==> config.mk <==
export PLATFORM = sky130hd
export DESIGN_NAME = fwd_hazard_ctrl
export DESIGN_NICKNAME = d
export VERILOG_FILES = /design/src/rtl/fwd_hazard_ctrl.sv
export SDC_FILE = /design/constraint.sdc
export NUM_CORES = 1
export LEC_CHECK = 0
export ABC_AREA = 0
export CAP_MARGIN = 20
export CORE_UTILIZATION = 50
export CTS_CLUSTER_DIAMETER = 50
export DETAILED_ROUTE_END_ITERATION = 7
export GPL_ROUTABILITY_DRIVEN = 0
export PLACE_DENSITY = 0.89
export SLEW_MARGIN = 10
export SYNTH_ARGS = -nofsm -noshare
export SYNTH_HDL_FRONTEND = slang
export SYNTH_SLANG_ARGS = --single-unit
==> constraint.sdc <==
create_clock -name clk -period 2.9 [get_ports clk]
set_clock_uncertainty 0.2 [all_clocks]
set_input_delay 0.58 -clock clk [delete_from_list [all_inputs] [get_ports clk]]
set_output_delay 0.58 -clock clk [all_outputs]
set_load 0.005 [all_outputs]
==> src/rtl/fwd_hazard_ctrl.sv <==
// EX-stage forwarding select and load-use hazard control for a 5-stage pipeline.
// Optional macro STALL_CNT_EN adds a saturating 16-bit stall_count output.
module fwd_hazard_ctrl #(
  parameter int REG_W    = 5,
  parameter int ZERO_REG = 31
) (
  input  logic             clk,
  input  logic             reset,
  input  logic [REG_W-1:0] Rn_ID,
  input  logic [REG_W-1:0] Rm_ID,
  input  logic             UsesRm_ID,
  input  logic [REG_W-1:0] Rd_ID,
  input  logic             RegWrite_ID,
  input  logic             MemRead_ID,
  input  logic             flush,
  output logic             stall_ID,
  output logic [1:0]       FwdA,
  output logic [1:0]       FwdB,
  output logic [REG_W-1:0] Rd_IMD,
  output logic [REG_W-1:0] Rm_EX,
  output logic             RegWrite_IMD
`ifdef STALL_CNT_EN
  ,
  output logic [15:0]      stall_count
`endif
);

  localparam logic [REG_W-1:0] ZR = REG_W'(ZERO_REG);

  typedef enum logic {S_RUN, S_STALL} state_t;

  state_t           r_state, w_state_nxt;
  logic [REG_W-1:0] r_rn_ex, r_rm_ex, r_rd_ex, r_rd_imd, r_rd_wb;
  logic             r_rw_ex, r_mr_ex, r_rw_imd, r_rw_wb;
  logic             w_hz, w_stall;

  assign w_hz = r_mr_ex && (r_rd_ex != ZR) &&
                ((r_rd_ex == Rn_ID) || (UsesRm_ID && (r_rd_ex == Rm_ID)));

  always_ff @(posedge clk) begin
    if (reset) r_state <= S_RUN;
    else       r_state <= w_state_nxt;
  end

  // Flush outranks the hazard: no stall and the FSM stays in RUN.
  always_comb begin
    w_state_nxt = r_state;
    w_stall     = 1'b0;
    case (r_state)
      S_RUN: begin
        if (w_hz && !flush) begin
          w_stall     = 1'b1;
          w_state_nxt = S_STALL;
        end
      end
      S_STALL: w_state_nxt = S_RUN;
      default: w_state_nxt = S_RUN;
    endcase
  end

  always_ff @(posedge clk) begin
    if (reset) begin
      r_rn_ex  <= ZR;
      r_rm_ex  <= ZR;
      r_rd_ex  <= ZR;
      r_rw_ex  <= 1'b0;
      r_mr_ex  <= 1'b0;
      r_rd_imd <= ZR;
      r_rw_imd <= 1'b0;
      r_rd_wb  <= ZR;
      r_rw_wb  <= 1'b0;
    end else begin
      if (w_stall || flush) begin
        r_rn_ex <= ZR;
        r_rm_ex <= ZR;
        r_rd_ex <= ZR;
        r_rw_ex <= 1'b0;
        r_mr_ex <= 1'b0;
      end else begin
        r_rn_ex <= Rn_ID;
        r_rm_ex <= Rm_ID;
        r_rd_ex <= Rd_ID;
        r_rw_ex <= RegWrite_ID;
        r_mr_ex <= MemRead_ID;
      end
      r_rd_imd <= r_rd_ex;
      r_rw_imd <= r_rw_ex;
      r_rd_wb  <= r_rd_imd;
      r_rw_wb  <= r_rw_imd;
    end
  end

  function automatic logic [1:0] fwd_sel(
    input logic [REG_W-1:0] src,
    input logic [REG_W-1:0] rd_imd,
    input logic             rw_imd,
    input logic [REG_W-1:0] rd_wb,
    input logic             rw_wb
  );
    if (rw_imd && (rd_imd == src) && (rd_imd != ZR))   return 2'b01;
    else if (rw_wb && (rd_wb == src) && (rd_wb != ZR)) return 2'b10;
    else                                               return 2'b00;
  endfunction

  assign FwdA         = fwd_sel(r_rn_ex, r_rd_imd, r_rw_imd, r_rd_wb, r_rw_wb);
  assign FwdB         = fwd_sel(r_rm_ex, r_rd_imd, r_rw_imd, r_rd_wb, r_rw_wb);
  assign stall_ID     = w_stall;
  assign Rd_IMD       = r_rd_imd;
  assign Rm_EX        = r_rm_ex;
  assign RegWrite_IMD = r_rw_imd;

`ifdef STALL_CNT_EN
  logic [15:0] r_stall_cnt;

  always_ff @(posedge clk) begin
    if (reset)                               r_stall_cnt <= '0;
    else if (w_stall && (r_stall_cnt != '1)) r_stall_cnt <= r_stall_cnt + 16'd1;
  end

  assign stall_count = r_stall_cnt;
`endif

endmodule

; Word level (Yosys, flattened, before mapping)
; Cells that the tools add are included.
[totals]
word_cells = 43
inputBits = 21
regBits = 30
[op_classes]
n_eq_ne = 9
reduce_logical = 16
bitwise = 1
muxes = 7
[op_table]
columns = operator, n
row1 = $eq 5x5->1, 6
row2 = $ne 5x5->1 const B, 3
row3 = $logic_and 1x1->1, 12
row4 = $mux 2, 4
row5 = $logic_or 1x1->1, 2
row6 = $mux 1, 2
row7 = $pmux 1 s2, 1
row8 = $reduce_or 2->1, 1
row9 = $logic_not 1->1, 1
row10 = $not 1->1, 1

; Longest topological paths before layout
; Gate-level depths: netlist of the first run.
[depth]
ltp_word = 9
ltp_mapped = 5
mapped_depth_nobuf = 4

; Least setup slack after synthesis of the first run
; Ideal clock, no wire load.
[synth_path]
kind = input to output
from = in Rm_ID[3]
to = out stall_ID
cell_stages = 5
slack_ns = 0.582
required_ns = 2.120
arrival_ns = 1.538
n_path_buf = 1
path_cell_list = xor2_1 > nor4_2 > a32oi_2 > buf_6 > nor2_1
[synth_between]
elab_chain_len = 7
[synth_lines]
columns = element, line_no
row1 = start: declaration, 10  ; input logic [REG_W-1:0] Rm_ID,
row2 = $eq 5x5->1, 38  ; ((r_rd_ex == Rn_ID) || (UsesRm_ID && (r_rd_ex == Rm_ID)));
row3 = $logic_and 1x1->1, 38
row4 = $logic_or 1x1->1, 38
row5 = $logic_and 1x1->1, 37  ; assign w_hz = r_mr_ex && (r_rd_ex != ZR) &&
row6 = $logic_and 1x1->1, 51  ; if (w_hz && !flush) begin
row7 = $mux 1, 51
row8 = $mux 1, 49  ; case (r_state)
row9 = end: declaration, 16  ; output logic stall_ID,
; No other way between the ends.

; Worst setup path in the final report of the first run
[layout_path]
from = reg r_rd_imd[0] (netlist: Rd_IMD[0])
to = out FwdA[0]
[layout_between]
elab_chain_len = 4
word_cells_on_any_way = 5
classes_between = eq/ne: 2 / mux: 1 / reduce/logical: 2
[layout_lines]
columns = element, line_no
row1 = start: declaration, 33  ; logic [REG_W-1:0] r_rn_ex, r_rm_ex, r_rd_ex, r_rd_imd, r_rd_wb;
row2 = start signal: assignment, 86  ; r_rd_imd <= r_rd_ex;
row3 = $eq 5x5->1, 100  ; if (rw_imd && (rd_imd == src) && (rd_imd != ZR)) return 2'b01;
row4 = $logic_and 1x1->1, 100
row5 = $logic_and 1x1->1 *, 100
row6 = $mux 2 *, 100
row7 = end: declaration, 17  ; output logic [1:0] FwdA,
; Mark *: on every way between the ends. The rest lies on a longest branch, timed or not.

==> metrics.csv, run 1 <==
metric,value,unit
fin cells,208,
worst min-delay path class,reg -> reg,
1st-iter DRT viols,21,
most common cell in the netlist,dfxtp_1,
design area,1800,µm²
"CTS clk-pin slew, worst paths",0.10,ns
Max clock buf depth,2,
final worst slack,0.102,ns
DR vias/cell,5.27,
P_leak,0.700,nW
share of post-route cells with drive strength above 1,0.202,
Synth Area in Adders,0,
area of the core,2480,µm²
multiplexer share of the synthesized area,0,
routed via count,1096,
Final Util,0.726,
Post-Syn Area per Cell,9.72,µm²
Cells after Synth,135,
CTS sink count,30,
# diodes,0,
RSZ-0062 raised after global routing,no,
num rows,18,
CTS Hold Buffers Added,0,
CTS root buf,clkbuf_4,
main combinational cell family by area after synthesis,simple AND/OR/NAND/NOR gates,
Worst Path Required,2.12,ns
CTS Buf Count,5,
port bufs,36,
Final Hold Viols,0,
Setup crit start kind,register,
number of synthesized flops with an enable pin,0,
Die H,53.2,µm
first-pass GRT wire length,4550,µm
vias in the first global route,1016,
Horiz. Die Dim,53.2,µm
placed cell area,1710,µm²
arrival time worst endpoint,2.02,ns
Final ANT Viol Nets,0,
P per Cell Area,483,nW/µm²
register area share after synthesis,0.458,
Commonest cells post-synth,"30 x dfxtp_1, 23 x xor2_1, 19 x nor2_1",
DP Worst Slack,-0.153,ns
CP peak stage delay,0.58,ns
Yosys warning count,0,
Max Slew Vio Count,0,
worst-path cell chain,"xnor2_1, nand3_1, nor4_1, clkdlybuf4s50_1",
Layout Nets,198,
DP Wirelength,2100,µm
Slew @ Worst Pin,0.407,ns
FMAX,357,MHz
Synth Flop Type,dfxtp_1,
H-tree depth,2,
slowest CP cell,clkdlybuf4s50_1,
simple-gate portion of the synthesized area,0.206,
Compound-Gate Fraction of Synth Area,0.115,
Final min period,2.80,ns
status,"finished, final reports clean",
die area,2830,µm²
worst skew pair latency,0.34,ns
WHS,0.247,ns
Final Routed Wirelength,2900,µm
wire length per cell,13.9,µm
crit path max fanout,5,
initial antenna violation count,0,
Yosys reg bits,30,
Max VDD drop,0.000642,V
IO Pins,37,
"top cells by area, synth","dfxtp_1 46%, xor2_1 15%, nor2_1 5.4%, o21ai_2 5.3%, or2_2 5.2%",
Inst Count DP,199,
Max-cap violations,0,
Area Growth Syn to Fin,37.0,%
DR DRC count,0,
setup TNS,0,ns
largest net degree at the start of global routing,19,
CP Class,reg -> out,
GRT overflow,0,
synthesized area,1310,µm²
crit end category,output pin,
Design Power,0.868,mW
library cells used by synthesis,21,
Final Setup Violations,0,
Synth area leader,dfxtp_1,
TritonCTS clock tree,built,
crit share post-route,0.965,
drt pass-1 iters,4,
XOR/XNOR Fraction of Synth Area,0.200,
slew margin rel.,0.726,
Async SR Flop Fraction,0,
Starting Density,0.530,
Mapped Nets,156,
top-area cell type share of the netlist area,0.458,
GR Util All Layers,0.238,
[power breakdown]
part	switching, mW	leakage [nW]	internal [mW]
Clock	0.147	0.0450	0.178
Combinational	0.0435	0.409	0.0598
Sequential	0.0149	0.246	0.425
Total	0.205	0.700	0.663
[path summary, 6_finish.rpt]
| check | to | cells after the start | slack, ns | from |
|---|---|---|---|---|
| worst max-delay path | FwdA[0] | 4 | 0.10 | Rd_IMD[0]$_SDFF_PP1_ |
| worst min-delay path | RegWrite_IMD$_SDFF_PP0_ | 1 | 0.25 | r_rw_ex$_SDFF_PP0_ |
| worst max register to register | r_mr_ex$_SDFF_PP0_ | 6 | 0.96 | r_rd_ex[3]$_SDFF_PP1_ |
| worst min register to register | RegWrite_IMD$_SDFF_PP0_ | 1 | 0.25 | r_rw_ex$_SDFF_PP0_ |
[cells in the final DEF, fill, tap and decap left out, types with 2 or more instances in the layout]
cell             netlist  layout
clkdlybuf4s50_1        0      32
dfxtp_1               30      30
xor2_1                23      23
nor2_1                19      19
or2_2                 11      11
o21ai_0                9       9
o21ai_2                8       8
xnor2_1                7       7
nand3_1                6       6
clkbuf_4               0       5
dlygate4sd2_1          0       4
buf_4                  0       4
nor4_2                 1       3
nand2_1                2       2
nor4_1                 4       2
or4_1                  2       2
o211a_1                2       2
nor2b_1                2       2
clkinv_2               0       2
[logic make-up (layout without fill, tap and decap cells)]
family	after synthesis	after routing
flops	30	30
buf+inv	5	48
xor+xnor	30	30
simple gates	50	50
compound gates	20	20
[routing by layer]
layer,global-route usage,routed length [µm],vias up
met5,0,0,-
met4,0.132,76,0
met3,0.0891,168,7
met2,0.402,1460,36
met1,0.252,1190,515
li1,-,-,538
[critical path, delay by kind of cell (launching register included)]
kind | cells | cell delay (ns)
XOR/XNOR | 1 | 0.16
buffers and inverters | 1 | 0.58
flip-flops | 1 | 0.44
AND/OR/NAND/NOR | 2 | 0.51
[area by class of cell]
class / instances / area, µm²
Multi-Input combinational cell: 100 / 697
Fill cell: 188 / 679
Sequential cell: 30 / 601
Timing Repair Buffer: 40 / 385
Clock inverter: 3 / 40.0
Clock buffer: 5 / 37.5
Tap cell: 30 / 37.5
[state kept, by name, indices dropped and copies added (netlist names)]
name,flops
Rd_IMD,5
RegWrite_IMD,1
Rm_EX,5
r_mr_ex,1
r_rd_ex,5
r_rd_wb,5
r_rn_ex,5
r_rw_ex,1
r_rw_wb,1
r_state,1
[timing repair]
item	4_1_cts	5_1_grt
cloned	0	0
pin swaps	2	0
gates resized for setup	5	1
hold endpoints to repair	0	0
setup buffers	1	0
endpoints found under the setup margin	3	1
No activity file was read; power rests on OpenSTA's default activity.
==> run 2, diff against run 1 <==
Settings changed: REMOVE_ABC_BUFFERS set to 1.
==> run 2 against run 1 <==
Combinational power about the same. Power down 8.7%. Critical endpoint is now stall_ID. First-iteration DRC count is the same. Highest routed layer unchanged. Register-to-register slack improved by 0.14 ns. Sequential share of layout area up 0.69 points.
==> metrics.csv, run 2 (synthesis results as in run 1) <==
metric,value,unit,change
drt pass-1 iters,4,,unchanged
Layout Nets,197,,-0.51%
FMAX,357,MHz,-0.10%
slack of the worst reg-to-reg path,1.10,ns,+0.14 ns
R2R depth,5,,-1
# diodes,0,,unchanged
Final min period,2.80,ns,+0.00288 ns
IO Pins,37,,unchanged
worst skew pair latency,0.32,ns,-0.02 ns
area of the core,2480,µm²,unchanged
filler cell count,200,,+6.4%
largest net degree at the start of global routing,19,,unchanged
Setup crit start kind,input pin,,
Slew @ Worst Pin,0.331,ns,-0.0760 ns
RSZ-0062 raised after global routing,no,,
Die H,53.2,µm,unchanged
worst min-delay path class,reg -> reg,,
H-tree depth,2,,unchanged
GR Util All Layers,0.227,,-0.0116
HP Start,r_rw_ex$_SDFF_PP0_,,
CTS sink count,30,,unchanged
Area Growth Syn to Fin,34.2,%,
Final ANT Viol Nets,0,,unchanged
"CTS clk-pin slew, worst paths",0.08,ns,-0.02 ns
CP Class,in -> out,,
arrival time worst endpoint,2.02,ns,about the same
Inst Count DP,199,,unchanged
Horiz. Die Dim,53.2,µm,unchanged
CTS root buf,clkbuf_4,,
GRT overflow,0,,unchanged
port bufs,36,,unchanged
die area,2830,µm²,unchanged
initial antenna violation count,0,,unchanged
vias in the first global route,1054,,+3.7%
TritonCTS clock tree,built,,
Post-CTS Resized,3,,-2
Max VDD drop,0.000349,V,-46%
hold depth,1,,unchanged
DR vias/cell,5.25,,-0.34%
P_leak,0.684,nW,-2.3%
"commonest non-fill, non-tap cell in the layout",clkdlybuf4s50_1,,
Post CTS Setup Buffer Count,0,,-1
wire length per cell,13.4,µm,-3.6%
Final Hold Viols,0,,unchanged
Final Routed Wirelength,2780,µm,-4.1%
RR Endpoint,r_rw_ex$_SDFF_PP0_,,
crit path max fanout,2,,-3
fin cells,207,,-0.48%
crit share post-route,0.966,,+0.000992
most frequent cells in the layout,"33 x clkdlybuf4s50_1, 30 x dfxtp_1, 23 x xor2_1",,
Final Setup Violations,0,,unchanged
routed via count,1087,,-0.82%
DR DRC count,0,,unchanged
Hold EP,RegWrite_IMD$_SDFF_PP0_,,
slew margin rel.,0.777,,+0.0511
R2R Path Start,r_rd_ex[1]$_SDFF_PP1_,,
Max-cap violations,0,,unchanged
Design Power,0.793,mW,-8.7%
num rows,18,,unchanged
Starting Density,0.530,,unchanged
Worst Path Required,2.12,ns,about the same
P per Cell Area,450,nW/µm²,-6.8%
Max Slew Vio Count,0,,unchanged
first-pass GRT wire length,4510,µm,-0.92%
share of post-route cells with drive strength above 1,0.181,,-0.0215
1st-iter DRT viols,21,,unchanged
CTS Buf Count,5,,unchanged
setup TNS,0,ns,unchanged
CTS Hold Buffers Added,0,,unchanged
crit end category,output pin,,
Max clock buf depth,2,,unchanged
status,"finished, final reports clean",,
-- run 2: changes by cell type in the layout (fill, tap and decap cells not counted) --
cell	previous run	this run
dlygate4sd2_1	4	3
clkbuf_1	0	1
clkinv_2	2	1
bufinv_16	1	0
buf_4	4	3
clkbuf_8	0	1
nor4_2	3	1
nor4_1	2	4
clkdlybuf4s50_1	32	33
-- run 2: area by class of cell --
cell class,instances,area (µm²),area share
Clock buffer,7,55.1,0.0312
Clock inverter,1,5.00,0.00284
Multi-Input combinational cell,100,684,0.388
Sequential cell,30,601,0.341
Tap cell,30,37.5,0.0213
Timing Repair Buffer,39,379,0.215
-- run 2: power breakdown --
group | internal (mW) | switching, mW | total [mW]
logic | 0.0594 | 0.0425 | 0.102
clock network | 0.117 | 0.134 | 0.251
registers | 0.425 | 0.0147 | 0.440
total | 0.602 | 0.191 | 0.793
-- run 2: per-layer routing --
layer	wire length [µm]	GRT usage	vias to the layer above
li1	-	-	534
met1	1100	0.241	499
met2	1460	0.415	48
met3	151	0.0517	6
met4	57	0.105	0
met5	0	0	-
-- run 2: worst max-delay path by stage --
stage / from / end / slack (ns) / cells past startpoint
final: Rm_ID[1] / stall_ID / 0.1 / 6
after global routing: Rm_ID[1] / stall_ID / 0.009 / 6
after CTS: Rm_ID[1] / stall_ID / 0.08 / 6
after detailed placement: Rm_ID[3] / stall_ID / -0.17 / 6
after global placement: Rm_ID[3] / stall_ID / -0.13 / 6
after floorplan: Rm_ID[2] / stall_ID / 0.43 / 4
-- run 2: critical path, stage by stage --
cell and delay (ns):
clkdlybuf4s50_1 0.44, xor2_1 0.17, nor4_2 0.32, a32oi_2 0.16, nor2_1 0.12, dlygate4sd2_1 0.24
-- run 2: metrics by stage --
step	hold slack [ns]	cell area (µm²)	setup WS, ns	utilization
after floorplan	0.214	1280	0.432	-
after global placement	0.230	1710	-0.129	0.688
after detailed placement	0.248	1710	-0.172	0.688
after CTS	0.262	1760	0.0824	0.711
after global routing	0.274	1760	0.00854	0.711
final	0.259	1760	0.0991	0.711
